**config.mk**
```make
export PLATFORM = sky130hd
export DESIGN_NAME = buff_wr_sequencer_flat
export DESIGN_NICKNAME = d
export VERILOG_FILES = /design/src/rtl/buff_wr_sequencer_if.sv /design/src/rtl/buff_wr_sequencer.sv /design/src/flat_wrapper.sv
export SDC_FILE = /design/constraint.sdc
export NUM_CORES = 1
export LEC_CHECK = 0
export ABC_CLOCK_PERIOD_IN_PS = 5000
export CAP_MARGIN = 30
export CORE_AREA = 2 2 91 93
export DETAILED_ROUTE_END_ITERATION = 16
export DIE_AREA = 0 0 93 95
export PLACE_DENSITY = 0.95
export SYNTH_ARGS = -nofsm -noshare
export SYNTH_HDL_FRONTEND = slang
export SYNTH_SLANG_ARGS = --single-unit
```
**constraint.sdc**
```tcl
create_clock -name clk -period 5 [get_ports clk]
set_clock_uncertainty 0.2 [all_clocks]
set_input_delay 0.5 -clock clk [delete_from_list [all_inputs] [get_ports clk]]
set_output_delay 0.5 -clock clk [all_outputs]
set_load 0.005 [all_outputs]
```
**src/rtl/buff_wr_sequencer_if.sv**
```systemverilog
// Upstream word stream into the pulse-buffer write sequencer.
// master drives words, slave returns ready.
interface buff_wr_sequencer_if #(
  parameter int DATA_W = 64
);
  logic [DATA_W-1:0] s_data;
  logic              s_valid;
  logic              s_last;
  logic              s_ready;

  modport master (
    output s_data,
    output s_valid,
    output s_last,
    input  s_ready
  );

  modport slave (
    input  s_data,
    input  s_valid,
    input  s_last,
    output s_ready
  );
endinterface

```
**src/rtl/buff_wr_sequencer.sv**
```systemverilog
// Write-side sequencer for the 8-entry pulse buffer: sequential
// addressing per frame, fill tracking from read acks, frame drain hold-off.
module buff_wr_sequencer #(
  parameter int DATA_W = 64,
  parameter int DEPTH  = 8,
  parameter int ADDR_W = 3
) (
  input  logic              clk,
  input  logic              rst,
  input  logic              en,
  buff_wr_sequencer_if.slave s,
  output logic              wr_en,
  output logic [ADDR_W-1:0] wr_addr,
  output logic [DATA_W-1:0] wr_data,
  input  logic              rd_ack,
  output logic [ADDR_W:0]   fill_level,
  output logic              frame_done,
  output logic [ADDR_W:0]   frame_len,
  output logic              ack_err
);

  typedef enum logic [1:0] {
    IDLE,
    FILL,
    DRAIN,
    DONE
  } state_e;

  localparam logic [ADDR_W:0] DEPTH_C = (ADDR_W+1)'(DEPTH);

  state_e              state_q, state_d;
  logic [ADDR_W-1:0]   ptr_q, ptr_d;
  logic [ADDR_W:0]     cnt_q, cnt_d;
  logic [ADDR_W:0]     cnt_inc;
  logic [ADDR_W:0]     fill_q, fill_d;
  logic                wr_en_q;
  logic [ADDR_W-1:0]   addr_q;
  logic [DATA_W-1:0]   data_q;
  logic                done_q;
  logic [ADDR_W:0]     len_q;
  logic                err_q;
  logic                accept;
  logic                ack_ok;
  logic                ack_bad;
  logic                to_done;

  assign s.s_ready = en && !rst &&
                     (state_q == IDLE || state_q == FILL);
  assign accept    = s.s_valid && s.s_ready;
  assign cnt_inc   = cnt_q + (ADDR_W+1)'(1);

  // an ack is legal if a word is outstanding or lands this cycle
  assign ack_ok  = rd_ack && (fill_q != '0 || wr_en_q);
  assign ack_bad = rd_ack && fill_q == '0 && !wr_en_q;
  assign to_done = (state_q == DRAIN) && (state_d == DONE);

  always_comb begin
    state_d = state_q;
    ptr_d   = ptr_q;
    cnt_d   = cnt_q;
    unique case (state_q)
      IDLE, FILL: begin
        if (accept) begin
          ptr_d = ptr_q + ADDR_W'(1);
          cnt_d = cnt_inc;
          if (s.s_last || cnt_inc == DEPTH_C) state_d = DRAIN;
          else                                state_d = FILL;
        end
      end
      DRAIN: begin
        if (fill_q == '0 && !wr_en_q) state_d = DONE;
      end
      DONE: begin
        state_d = IDLE;
        ptr_d   = '0;
        cnt_d   = '0;
      end
      default: state_d = IDLE;
    endcase
  end

  always_comb begin
    fill_d = fill_q;
    unique case ({wr_en_q, ack_ok})
      2'b10:   fill_d = fill_q + (ADDR_W+1)'(1);
      2'b01:   fill_d = fill_q - (ADDR_W+1)'(1);
      default: fill_d = fill_q;
    endcase
  end

  always_ff @(posedge clk or posedge rst) begin
    if (rst) begin
      state_q <= IDLE;
      ptr_q   <= '0;
      cnt_q   <= '0;
      fill_q  <= '0;
      wr_en_q <= 1'b0;
      addr_q  <= '0;
      data_q  <= '0;
      done_q  <= 1'b0;
      len_q   <= '0;
      err_q   <= 1'b0;
    end else if (!en) begin
      state_q <= IDLE;
      ptr_q   <= '0;
      cnt_q   <= '0;
      fill_q  <= '0;
      wr_en_q <= 1'b0;
      done_q  <= 1'b0;
      err_q   <= 1'b0;
    end else begin
      state_q <= state_d;
      ptr_q   <= ptr_d;
      cnt_q   <= cnt_d;
      fill_q  <= fill_d;
      wr_en_q <= accept;
      if (accept) begin
        addr_q <= ptr_q;
        data_q <= s.s_data;
      end
      done_q <= to_done;
      if (to_done) len_q <= cnt_q;
      err_q <= err_q | ack_bad;
    end
  end

  assign wr_en      = wr_en_q;
  assign wr_addr    = addr_q;
  assign wr_data    = data_q;
  assign fill_level = fill_q;
  assign frame_done = done_q;
  assign frame_len  = len_q;
  assign ack_err    = err_q;

endmodule

```
**src/flat_wrapper.sv**
```systemverilog
// flat-port wrapper written by rule: the top's interface ports become plain ports
module buff_wr_sequencer_flat 
#(
  parameter int DATA_W = 64,
  parameter int DEPTH  = 8,
  parameter int ADDR_W = 3
)
  (clk, rst, en, wr_en, wr_addr, wr_data, rd_ack, fill_level, frame_done, frame_len, ack_err, s_s_data, s_s_valid, s_s_last, s_s_ready);
  buff_wr_sequencer_if #(.DATA_W(DATA_W)) s_i ();
  input  logic clk;
  input  logic rst;
  input  logic en;
  output logic wr_en;
  output logic [ADDR_W-1:0] wr_addr;
  output logic [DATA_W-1:0] wr_data;
  input  logic rd_ack;
  output logic [ADDR_W:0] fill_level;
  output logic frame_done;
  output logic [ADDR_W:0] frame_len;
  output logic ack_err;
  input wire logic [$bits(s_i.s_data)-1:0] s_s_data;
  input wire logic [$bits(s_i.s_valid)-1:0] s_s_valid;
  input wire logic [$bits(s_i.s_last)-1:0] s_s_last;
  output wire logic [$bits(s_i.s_ready)-1:0] s_s_ready;
  assign s_i.s_data = s_s_data;
  assign s_i.s_valid = s_s_valid;
  assign s_i.s_last = s_s_last;
  assign s_s_ready = s_i.s_ready;
  buff_wr_sequencer #(.DATA_W(DATA_W), .DEPTH(DEPTH), .ADDR_W(ADDR_W)) u_core (.clk(clk), .rst(rst), .en(en), .s(s_i), .wr_en(wr_en), .wr_addr(wr_addr), .wr_data(wr_data), .rd_ack(rd_ack), .fill_level(fill_level), .frame_done(frame_done), .frame_len(frame_len), .ack_err(ack_err));
endmodule
```
==> results.yml <==
run_status:
  outcome: "finished, final reports clean"
hold_path:
  hold_path.class: "flip-flop to flip-flop"
  min-delay-start: "u_core.wr_data[45]$_DFFE_PP0P_"
yosys:
  synth_enable_flop_cells: 0
  netlist.area_leader.share_pct: 61.4
  synth.area.top_cells: "dfrtp_1, nand2_1, mux2_4"
  syn_area_per_cell_um2: 9.40
  synth_cell_types: 31
  yosys_warnings: 0
  synth-seq-cells: 87
  synth_common_cells: "nand2_1, dfrtp_1, buf_2"
  synth_most_common_cell: "nand2_1"
  synth_top_area_cell: "dfrtp_1"
  synth_flop_cell: "dfrtp_1"
  syn_nets: 451
  async_reset_ff_share_pct: 100
  yosysSeqAreaShare_pct: 61.4
  netlist_instances: 377
  synth_area_um2: 3540
floorplanning:
  die_x_um: 93
  die_area_um2: 8840
  core_um2: 7930
  io_pins: 149
  fp-row-count: 33
  initial_utilization_pct: 44.7
  die_height_um: 95
power:
  powerDensity_nw_per_um2: 350
  power_mw: 1.86
  peakVddDrop_mv: 0.179
  p_leak_nw: 2.61
placed_design:
  io_buffers: 148
  dp_cells: 617
  gp_congestion: 0.810
  place_hpwl_um: 6260
  dpl-instance-area_um2: 5140
route:
  routed_via_density: 4.72
  wirelength_um: 8630
  vias: 2987
  drc: 0
  drtIter0Drc: 100
  ant_nets: 0
  wl_per_cell_um: 13.6
  dr.pass1.iters: 4
worst_setup_path:
  critPathLaunch: "en"
  worst_setup_path_start_kind: "primary input"
  required_ns: 4.30
  arrival_ns: 2.09
  critPathKind: "primary input to output pin"
  r2r_end: "u_core.fill_level[3]$_DFFE_PP0P_"
  worstReg2RegStart: "u_core.fill_level[3]$_DFFE_PP0P_"
  endpoint: "s_s_ready"
  reg2reg_slack_ns: 2.80
  reg2reg_depth: 7
  crit_path_end_kind: "output pin"
  critPathMaxFanout: 11
sta:
  slew_viol_final: 0
  tightest_slew_ns: 0.719
  timing.setup.tns_ns: 0
  slew_headroom_pct: 52.0
  hold_viol: 0
  period_share_pct: 55.7
  min_period_ns: 2.79
  rsz0062_at_grt: "false"
  max_freq_mhz: 359
  finalSetupViolCount: 0
clock_network:
  clk_pin_slew_ns: 0.08
  cts_setup_buffers: 0
  clock_path_buffers: 2
  cts_tree: "built"
  root_buffer: "clkbuf_8"
  cts_hold_buf: 0
  clock_latency_ns: 0.34
  htreeDepth: 3
  numCtsBuffers: 9
  clock_sinks: 87
  post_cts_resized: 0
layout:
  final_cells: 633
  n_antenna_cell: 0
  nets: 597
  finish.utilization_pct: 67.1
  syn2layout_area_growth_pct: 50.0
  fin_area_um2: 5320
  drive_above_1_share_pct: 5.30
global_routing:
  grt_max_degree: 73
  antenna_found_initial: 0
  grt.overflow.total: 0
  grt_pass1_wl_um: 13800
  grt_usage_pct: 19.8
  grt_pass1_vias: 2994
flow_run:
  max_cap_violations: 0
==> cell families after synthesis <==
logic type               after synthesis  synth area share, %
XOR/XNOR                               8                 1.98
buffers and inverters                 21                 2.65
AND/OR/NAND/NOR                      239                 28.1
adder cells (fa/ha/maj)                4                 1.41
flip-flops                            87                 61.4
multiplexers                           5                 1.98
AO/OA/AOI/OAI                         13                 2.44
==> worst min-delay path by stage <==
stage / to / slack (ns) / cells past startpoint
after floorplan: u_core.wr_addr[2]$_DFFE_PP0P_ / 0.26 / 2
after global placement: u_core.wr_data[0]$_DFFE_PP0P_ / 0.26 / 2
after detailed placement: u_core.wr_data[58]$_DFFE_PP0P_ / 0.26 / 2
after CTS: u_core.wr_data[1]$_DFFE_PP0P_ / 0.28 / 2
after global routing: u_core.wr_data[58]$_DFFE_PP0P_ / 0.30 / 2
final: u_core.wr_data[45]$_DFFE_PP0P_ / 0.28 / 2
==> layout make-up <==
cell class	instances	area (um2)
Timing Repair Buffer	152	1540
Multi-Input combinational cell	269	1270
Sequential cell	87	2180
Tap cell	105	131
Clock inverter	4	30.0
Fill cell	627	2610
Inverter	4	16.3
Clock buffer	12	145
==> state kept, by name (all words and copies together) (netlist names) <==
register,count
u_core.wr_addr,3
u_core.state_q,2
u_core.frame_len,4
u_core.wr_data,64
u_core.wr_en,1
u_core.frame_done,1
u_core.fill_level,4
u_core.cnt_q,4
u_core.ack_err,1
u_core.ptr_q,3
==> per-layer routing <==
layer	vias up	share of wire [%]	track usage (%)	wire (um)
met5	-	0	0	0
met4	0	1.6	6.13	139
met3	13	5.9	5.51	505
met2	103	53	35.6	4550
met1	1417	40	23.1	3440
li1	1454	-	-	-
==> power breakdown <==
part / total [mW] / leakage (nW) / switching, mW / internal, mW
sequential: 0.894 / 1.12 / 0.0808 / 0.813
clock: 0.434 / 0.0870 / 0.238 / 0.197
combinational: 0.533 / 1.40 / 0.201 / 0.332
==> metrics by stage <==
| step | hold slack [ns] | setup WS [ns] |
|---|---|---|
| detailed placement | 0.261 | 2.13 |
| finish | 0.275 | 2.21 |
| global placement | 0.256 | 1.96 |
| CTS | 0.281 | 2.20 |
| floorplan | 0.259 | 1.36 |
| global route | 0.298 | 2.15 |
==> cell usage in the layout, fill, tap and decap left out, types with 3 or more instances in the layout <==
master	Yosys	layout
a21boi_0	3	3
a21oi_1	4	4
clkbuf_8	0	10
clkdlybuf4s50_1	0	148
dfrtp_1	87	87
ha_1	4	4
mux2_4	4	4
nand2_1	213	213
nand2b_1	4	4
nand3_1	4	4
nor2_1	7	7
xnor2_1	3	3
xor2_1	5	5
==> critical path, stage by stage <==
cell             delay (ns)
clkdlybuf4s50_1        0.76
nor3b_1                0.27
clkdlybuf4s50_1        0.56
Note: power is estimated with default switching activity, not from simulation.
